$ cat src/rtl/msg_assembler_pkg.sv
// Shared definitions for the message assembler: default widths, FSM state
// encoding and the character constants it recognises.
// Optional feature macro: MSG_ASSEMBLER_TERM_EN (CR-terminated messages).
package msg_pkg;

  localparam int N_DEFAULT = 8;
  localparam int M_DEFAULT = 128;

  localparam logic [7:0] CHAR_CR  = 8'h0D;
  localparam logic [7:0] CHAR_LF  = 8'h0A;
  localparam logic [7:0] CHAR_PAD = 8'h20;

  typedef enum logic [1:0] {
    ST_IDLE    = 2'd0,
    ST_COLLECT = 2'd1
`ifdef MSG_ASSEMBLER_TERM_EN
    ,
    ST_PAD     = 2'd2
`endif
  } state_t;

endpackage

$ cat src/rtl/msg_assembler_if.sv
// Character-in / message-out bundle for msg_assembler.
// master: UART RX side plus message consumer; slave: the assembler itself.
interface msg_assembler_if #(
  parameter int N = msg_pkg::N_DEFAULT,
  parameter int M = msg_pkg::M_DEFAULT
);
  localparam int CW = $clog2(M / N) + 1;

  logic          rx_valid;
  logic [N-1:0]  rx_data;
  logic [M-1:0]  msg;
  logic          msg_valid;
  logic [CW-1:0] count;
  logic          overrun;

  modport master (
    output rx_valid,
    output rx_data,
    input  msg,
    input  msg_valid,
    input  count,
    input  overrun
  );

  modport slave (
    input  rx_valid,
    input  rx_data,
    output msg,
    output msg_valid,
    output count,
    output overrun
  );
endinterface

$ cat src/rtl/msg_assembler.sv
// Packs received characters MSB-first into an M-bit message and publishes
// each completed message with a one-cycle msg_valid pulse.
// Optional feature macro: MSG_ASSEMBLER_TERM_EN -- CR ends a message early
// (remaining slots padded with spaces), LF is discarded.
module msg_assembler
  import msg_pkg::*;
#(
  parameter int N = N_DEFAULT,
  parameter int M = M_DEFAULT
) (
  input logic           clk,
  input logic           reset,
  msg_assembler_if.slave bus
);
  localparam int CHARS = M / N;
  localparam int CW    = $clog2(CHARS) + 1;
  localparam logic [CW-1:0] LAST = CW'(CHARS - 1);

  state_t        state, state_n;
  logic [CW-1:0] count, count_n;
  logic [M-1:0]  buffer, buffer_n;
  logic [M-1:0]  msg, msg_n;
  logic          msg_valid, msg_valid_n;
  logic          overrun, overrun_n;

  logic          push;
  logic [N-1:0]  push_data;
  logic [M-1:0]  shifted;

  // Registered state; reset wins over any same-cycle character.
  always_ff @(posedge clk) begin
    if (reset) begin
      state     <= ST_IDLE;
      count     <= '0;
      buffer    <= '0;
      msg       <= '0;
      msg_valid <= 1'b0;
      overrun   <= 1'b0;
    end else begin
      state     <= state_n;
      count     <= count_n;
      buffer    <= buffer_n;
      msg       <= msg_n;
      msg_valid <= msg_valid_n;
      overrun   <= overrun_n;
    end
  end

  // Next-state logic: decide what (if anything) is written this cycle,
  // then shift it in and complete the message on the last slot.
  // The buffer shifts left, so after CHARS writes the first character
  // sits in the top slot -- same result as writing at position count.
  always_comb begin
    state_n     = state;
    count_n     = count;
    buffer_n    = buffer;
    msg_n       = msg;
    msg_valid_n = 1'b0;
    overrun_n   = overrun;
    push        = 1'b0;
    push_data   = bus.rx_data;

    case (state)
      ST_IDLE, ST_COLLECT: begin
        if (bus.rx_valid) begin
`ifdef MSG_ASSEMBLER_TERM_EN
          if (bus.rx_data == N'(CHAR_LF)) begin
            push = 1'b0;
          end else if (bus.rx_data == N'(CHAR_CR)) begin
            state_n = ST_PAD;
          end else begin
            push = 1'b1;
          end
`else
          push = 1'b1;
`endif
        end
      end
`ifdef MSG_ASSEMBLER_TERM_EN
      ST_PAD: begin
        push      = 1'b1;
        push_data = N'(CHAR_PAD);
        if (bus.rx_valid && (bus.rx_data != N'(CHAR_LF))) begin
          overrun_n = 1'b1;
        end
      end
`endif
      default: state_n = ST_IDLE;
    endcase

    shifted = {buffer[M-N-1:0], push_data};

    if (push) begin
      if (count == LAST) begin
        msg_n       = shifted;
        msg_valid_n = 1'b1;
        count_n     = '0;
        buffer_n    = '0;
        state_n     = ST_IDLE;
      end else begin
        buffer_n = shifted;
        count_n  = count + 1'b1;
`ifdef MSG_ASSEMBLER_TERM_EN
        state_n  = (state == ST_PAD) ? ST_PAD : ST_COLLECT;
`else
        state_n  = ST_COLLECT;
`endif
      end
    end
  end

  assign bus.msg       = msg;
  assign bus.msg_valid = msg_valid;
  assign bus.count     = count;
  assign bus.overrun   = overrun;

endmodule

$ cat src/flat_wrapper.sv
// flat-port wrapper written by rule: the top's interface ports become plain ports
module msg_assembler_flat import msg_pkg::*;
#(
  parameter int N = N_DEFAULT,
  parameter int M = M_DEFAULT
)
  (clk, reset, bus_rx_valid, bus_rx_data, bus_msg, bus_msg_valid, bus_count, bus_overrun);
  msg_assembler_if #(.N(N), .M(M)) bus_i ();
  input logic clk;
  input logic reset;
  input wire logic [$bits(bus_i.rx_valid)-1:0] bus_rx_valid;
  input wire logic [$bits(bus_i.rx_data)-1:0] bus_rx_data;
  output wire logic [$bits(bus_i.msg)-1:0] bus_msg;
  output wire logic [$bits(bus_i.msg_valid)-1:0] bus_msg_valid;
  output wire logic [$bits(bus_i.count)-1:0] bus_count;
  output wire logic [$bits(bus_i.overrun)-1:0] bus_overrun;
  assign bus_i.rx_valid = bus_rx_valid;
  assign bus_i.rx_data = bus_rx_data;
  assign bus_msg = bus_i.msg;
  assign bus_msg_valid = bus_i.msg_valid;
  assign bus_count = bus_i.count;
  assign bus_overrun = bus_i.overrun;
  msg_assembler #(.N(N), .M(M)) u_core (.clk(clk), .reset(reset), .bus(bus_i));
endmodule
$ cat config.mk
export PLATFORM = sky130hd
export DESIGN_NAME = msg_assembler_flat
export DESIGN_NICKNAME = d
export VERILOG_FILES = /design/src/rtl/msg_assembler_pkg.sv /design/src/rtl/msg_assembler_if.sv /design/src/rtl/msg_assembler.sv /design/src/flat_wrapper.sv
export SDC_FILE = /design/constraint.sdc
export NUM_CORES = 1
export LEC_CHECK = 0
export CAP_MARGIN = 40
export CORE_UTILIZATION = 40
export CTS_CLUSTER_DIAMETER = 40
export DETAILED_ROUTE_END_ITERATION = 8
export PLACE_DENSITY = 0.67
export SLEW_MARGIN = 5
export SYNTH_ARGS = -nofsm -noshare
export SYNTH_HDL_FRONTEND = slang
export SYNTH_SLANG_ARGS = --single-unit
$ cat constraint.sdc
create_clock -name clk -period 1.41 [get_ports clk]
set_input_delay 0.282 -clock clk [delete_from_list [all_inputs] [get_ports clk]]
set_output_delay 0.282 -clock clk [all_outputs]
set_load 0.01 [all_outputs]
# Word level (Yosys, flattened, before mapping)
# Index checks and enable logic that the tools add are counted.
[op_classes] add_sub_neg=1 n_eq_ne=3 muxes=8 bitwise=1 reduce_logical=4
[ops] op="120-bit two-way mux" count=1
[ops] op="5-bit by 1-bit adder with 5-bit output, second input constant" count=1
[ops] op="5-bit by 4-bit equality test with 1-bit output, second input constant" count=1
[ops] op="5-bit two-way mux" count=1
[ops] op="1-bit two-way mux" count=4
[ops] op="2-bit two-way mux" count=2
[ops] op="2-bit OR reduction" count=2
[ops] op="2-bit by 1-bit equality test with 1-bit output, second input constant" count=1
[ops] op="2-bit zero test" count=1
[ops] op="2-bit by 1-bit != test with 1-bit output, second input constant" count=1
[ops] op="2-bit AND reduction" count=1
[ops] op="1-bit inverter" count=1
[totals] ff_bits=256 input_bits=11 out_inout_bits=135 wordCells=22

# Longest topological paths before layout
[depth] depth_word=5 depth_mapped=7 mapped_depth_nobuf=4

# Worst setup path after synthesis
# OpenSTA, ideal clock, no wires.
[synth_timing] path_kind="reg2reg" startpoint="register u_core.count[0] (netlist: u_core.bus.count[0])" endpoint="register u_core.msg[105] (netlist: u_core.bus.msg[105])" setup_ps=69 arrival_ps=1511 required_ps=1341 setup_slack_ps=-169 path_stages_with_launch=8 path_buffers=3 synth_period_minus_slack_ps=1579 cell_sequence="dfxtp_1 -> ha_1 -> nand4_2 -> or2_1 -> buf_6 -> buf_6 -> buf_6 -> o21ai_1"
[synth_via] elab_chain_len=2
[synth_rtl] element="start: declaration" line="msg_assembler.sv:20" source="logic [CW-1:0] count, count_n;"
[synth_rtl] element="start signal: assignment" line="msg_assembler.sv:41" source="count <= count_n;"
[synth_rtl] element="5-bit by 4-bit equality test with 1-bit output" line="msg_assembler.sv:94" source="if (count == LAST) begin"
[synth_rtl] element="2-bit AND reduction (no source line)"
[synth_rtl] element="end signal: assignment" line="msg_assembler.sv:43" source="msg <= msg_n;"
[synth_rtl] element="end: declaration" line="msg_assembler.sv:22" source="logic [M-1:0] msg, msg_n;"
# No other way between the ends.
# A chain may end at the register's enable or synchronous reset.

# Worst setup path after layout
[layout_timing] startpoint="register u_core.count[1] (netlist: u_core.bus.count[1])" endpoint="register u_core.buffer[94]"
[layout_via] elab_chain_len=2
[layout_rtl] element="5-bit by 4-bit equality test with 1-bit output" line="msg_assembler.sv:94"
[layout_rtl] element="120-bit two-way mux" line="msg_assembler.sv:94"
[layout_rtl] element="end signal: assignment" line="msg_assembler.sv:42" source="buffer <= buffer_n;"
[layout_rtl] element="end: declaration" line="msg_assembler.sv:21" source="logic [M-1:0] buffer, buffer_n;"
# No other way between the ends.

==> impl_metrics.tcl <==
set metrics [dict create \
    insertion_delay_ns 0.52 \
    arrival_ns 1.87 \
    finalHoldViolations 0 \
    yosys.area_share.xor_xnor_pct 0.165 \
    cts_tree "built" \
    setup_viol 4 \
    worst_pin_slew_ns 0.518 \
    start_util_pct 40.8 \
    setup-tns-final_ns -0.0166 \
    cts_buffers 37 \
    ir_worst_vdd_mv 0.784 \
    async_flop_share_pct 0 \
    syn_inst 1271 \
    power_density_nw_per_um2 1220 \
    end_kind "register" \
    clockBufferDepth 3 \
    ant_nets 0 \
    grt_pass1_wl_um 42400 \
    critPathLaunchType "register" \
    leakage_uw 0.00479 \
    final_net_count 1391 \
    pin_count 146 \
    antenna_found_initial 0 \
    fillCellCount 2399 \
    syn_nets 1283 \
    grt.total_usage_pct 19.3 \
    drt_iter0_drc 819 \
    slew_violations 0 \
    clk_pin_slew_ns 0.05 \
    core_region_area_um2 26000 \
    synth_compound_area_share_pct 17.9 \
    drive_gt1_share_pct 17.3 \
    num_vias 8887 \
    finalCritPeriodShare_pct 100 \
    worstPathRequired_ns 1.86 \
    grt_overflow 0 \
    place_congestion 0.743 \
    synth_area_leaders "dfxtp_1 (48%), nand2b_1 (15%), o21ai_0 (12%), nor2b_1 (7.6%), a21oi_1 (5.8%)" \
    yosys.area.top_type_share_pct 48.0 \
    area_growth_pct 31.8 \
    clock_skew_ns 0.0198 \
    ctsHtreeMaxLevel 2 \
    hp-class "in -> reg" \
    cts_root_buffer "clkbuf_16" \
    port_buffers 144 \
    synth_edf_count 0 \
    yosysMostFrequentCell "dfxtp_1" \
    min_period_ns 1.42 \
    die_w_um 165 \
    die_y_um 165 \
    status "finished, violations left" \
    diodes 0 \
    failed_checks "setup timing" \
    ys_seq_area_share_pct 48.0 \
    routed_wl_um 26600 \
    synth.avg_cell_area_um2 8.33 \
    path_max_fanout 7 \
    muxShareOfSynthArea_pct 0 \
    dp_worst_setup_slack_ns -0.0178 \
    fp-row-count 59 \
    ys_warn_count 0 \
    synthTopCellsByCount "dfxtp_1 (254), nand2b_1 (250), o21ai_0 (247)" \
    synth_fa_ha_area_share_pct 0.118 \
    synthSimpleGateAreaFrac_pct 28.7 \
    drc 0 \
    path_class "reg -> reg" \
    synth_top_family_by_area "simple AND/OR/NAND/NOR gates" \
    place_hpwl_um 15500 \
    die-area_um2 27100 \
    synth.largest_area_cell "dfxtp_1" \
    synth_cell_types 24 \
    drtPass1Iterations 4 \
    max_freq_ghz 0.706 \
    hold_buffers 0 \
    avgViaCountPerCell 5.11 \
    syn_area_um2 10600 \
    power.total_uw 17100 \
    utilization_pct 53.7 \
    post_drt_wl_per_cell_um 15.3 \
    grt_max_degree 149 \
    cts.sinks 254 \
    synth-main-ff-cell "dfxtp_1" \
    grt_pass1_vias 8225 \
    rsz0062_at_grt "true" \
    yosys_register_bits 254 \
    worst_slack_ns -0.00605 \
    max_cap_violations 0 \
    maxSlewHeadroom_pct 65.5 \
]
where the power goes:
part | leakage, uW | switching (uW) | internal [uW] | total (uW)
Sequential | 0.00206 | 29.0 | 7210 | 7240
Combinational | 0.00211 | 304 | 232 | 536
Clock | 0.000623 | 3350 | 5940 | 9290
Total | 0.00479 | 3680 | 13400 | 17100
final timing paths:
check        cells after the start                   to  slack, ns                 from
max reg2reg                      8    u_core.buffer[94]     -0.006  u_core.bus.count[1]
max                              8    u_core.buffer[94]     -0.006  u_core.bus.count[1]
min                              2    u_core.buffer[57]       0.08                reset
min reg2reg                      2  u_core.bus.msg[121]       0.46   u_core.buffer[113]
metrics by stage:
stage	hold slack, ns	instance area (um2)	cells
after global routing	0.0826	14000	1739
after global placement	0.457	12400	1664
after CTS	0.0754	13700	1734
after floorplan	0.435	10600	1271
final	0.0773	14000	1739
after detailed placement	0.462	12400	1664
flip-flops by register name (all words and copies together) (netlist names):
| signal | cells |
|---|---|
| u_core.buffer | 120 |
| u_core.bus.count | 5 |
| u_core.bus.msg | 128 |
| u_core.bus.msg_valid | 1 |
per-layer routing:
metal / vias up / share of wire [%] / global-route usage, %
li1: 4473 / - / -
met1: 4170 / 47 / 26.2
met2: 201 / 46 / 30.7
met3: 43 / 5.0 / 3.79
met4: 0 / 2.0 / 5.96
met5: - / 0 / 0
cell usage in the layout, fill, tap and decap left out, types with 2 or more instances in the layout:
cell type,instances
buf_6,14
buf_2,5
clkdlybuf4s15_1,58
clkdlybuf4s50_1,8
dfxtp_2,14
nor2b_1,128
bufinv_16,4
clkinv_4,3
o21ai_2,2
buf_4,19
nand3_4,4
buf_12,16
clkinv_2,7
nor2_1,3
xor2_1,2
inv_6,2
clkbuf_2,34
nand2b_1,250
o21ai_0,168
nand3_1,108
a21oi_1,87
dfxtp_4,5
clkbuf_1,4
dfxtp_1,235
nand3_2,9
clkbuf_8,3
o21ai_1,86
a21oi_2,35
clkdlybuf4s15_2,17
buf_8,3
dlygate4sd2_1,17
clkbuf_16,41
critical path, stage by stage, from the launching register on:
cell      delay [ns]
dfxtp_4         0.35
ha_4            0.17
nand4b_1        0.09
buf_6           0.13
buf_12          0.15
buf_8           0.13
buf_12          0.11
nand3_4         0.08
a21oi_2         0.15
cell families (layout without fill, tap and decap cells):
| logic type | Yosys count | count (layout) |
|---|---|---|
| xor+xnor | 2 | 2 |
| simple gates | 510 | 510 |
| fa+ha+maj | 1 | 1 |
| compound gates | 378 | 378 |
| other cells | 1 | 1 |
| buf+inv | 125 | 258 |
| flops | 254 | 254 |
area by class of cell:
type                       instances  area (um2)  share of cell area, %
tap                              335         419                   3.00
clock inverter                    18         216                   1.55
sequential                       254        5120                   36.7
multi-input combinational        892        5220                   37.4
clock buffer                      46        1030                   7.40
timing repair buffer             194        1940                   13.9
what timing repair did:
action,4_1_cts,5_1_grt
pin swaps,1,13
endpoints found under the hold margin,0,0
resized for setup,239,248
buffers inserted,5,3
endpoints found under the setup margin,147,276
gates cloned,1,2
No activity file was read; power rests on OpenSTA's default activity.
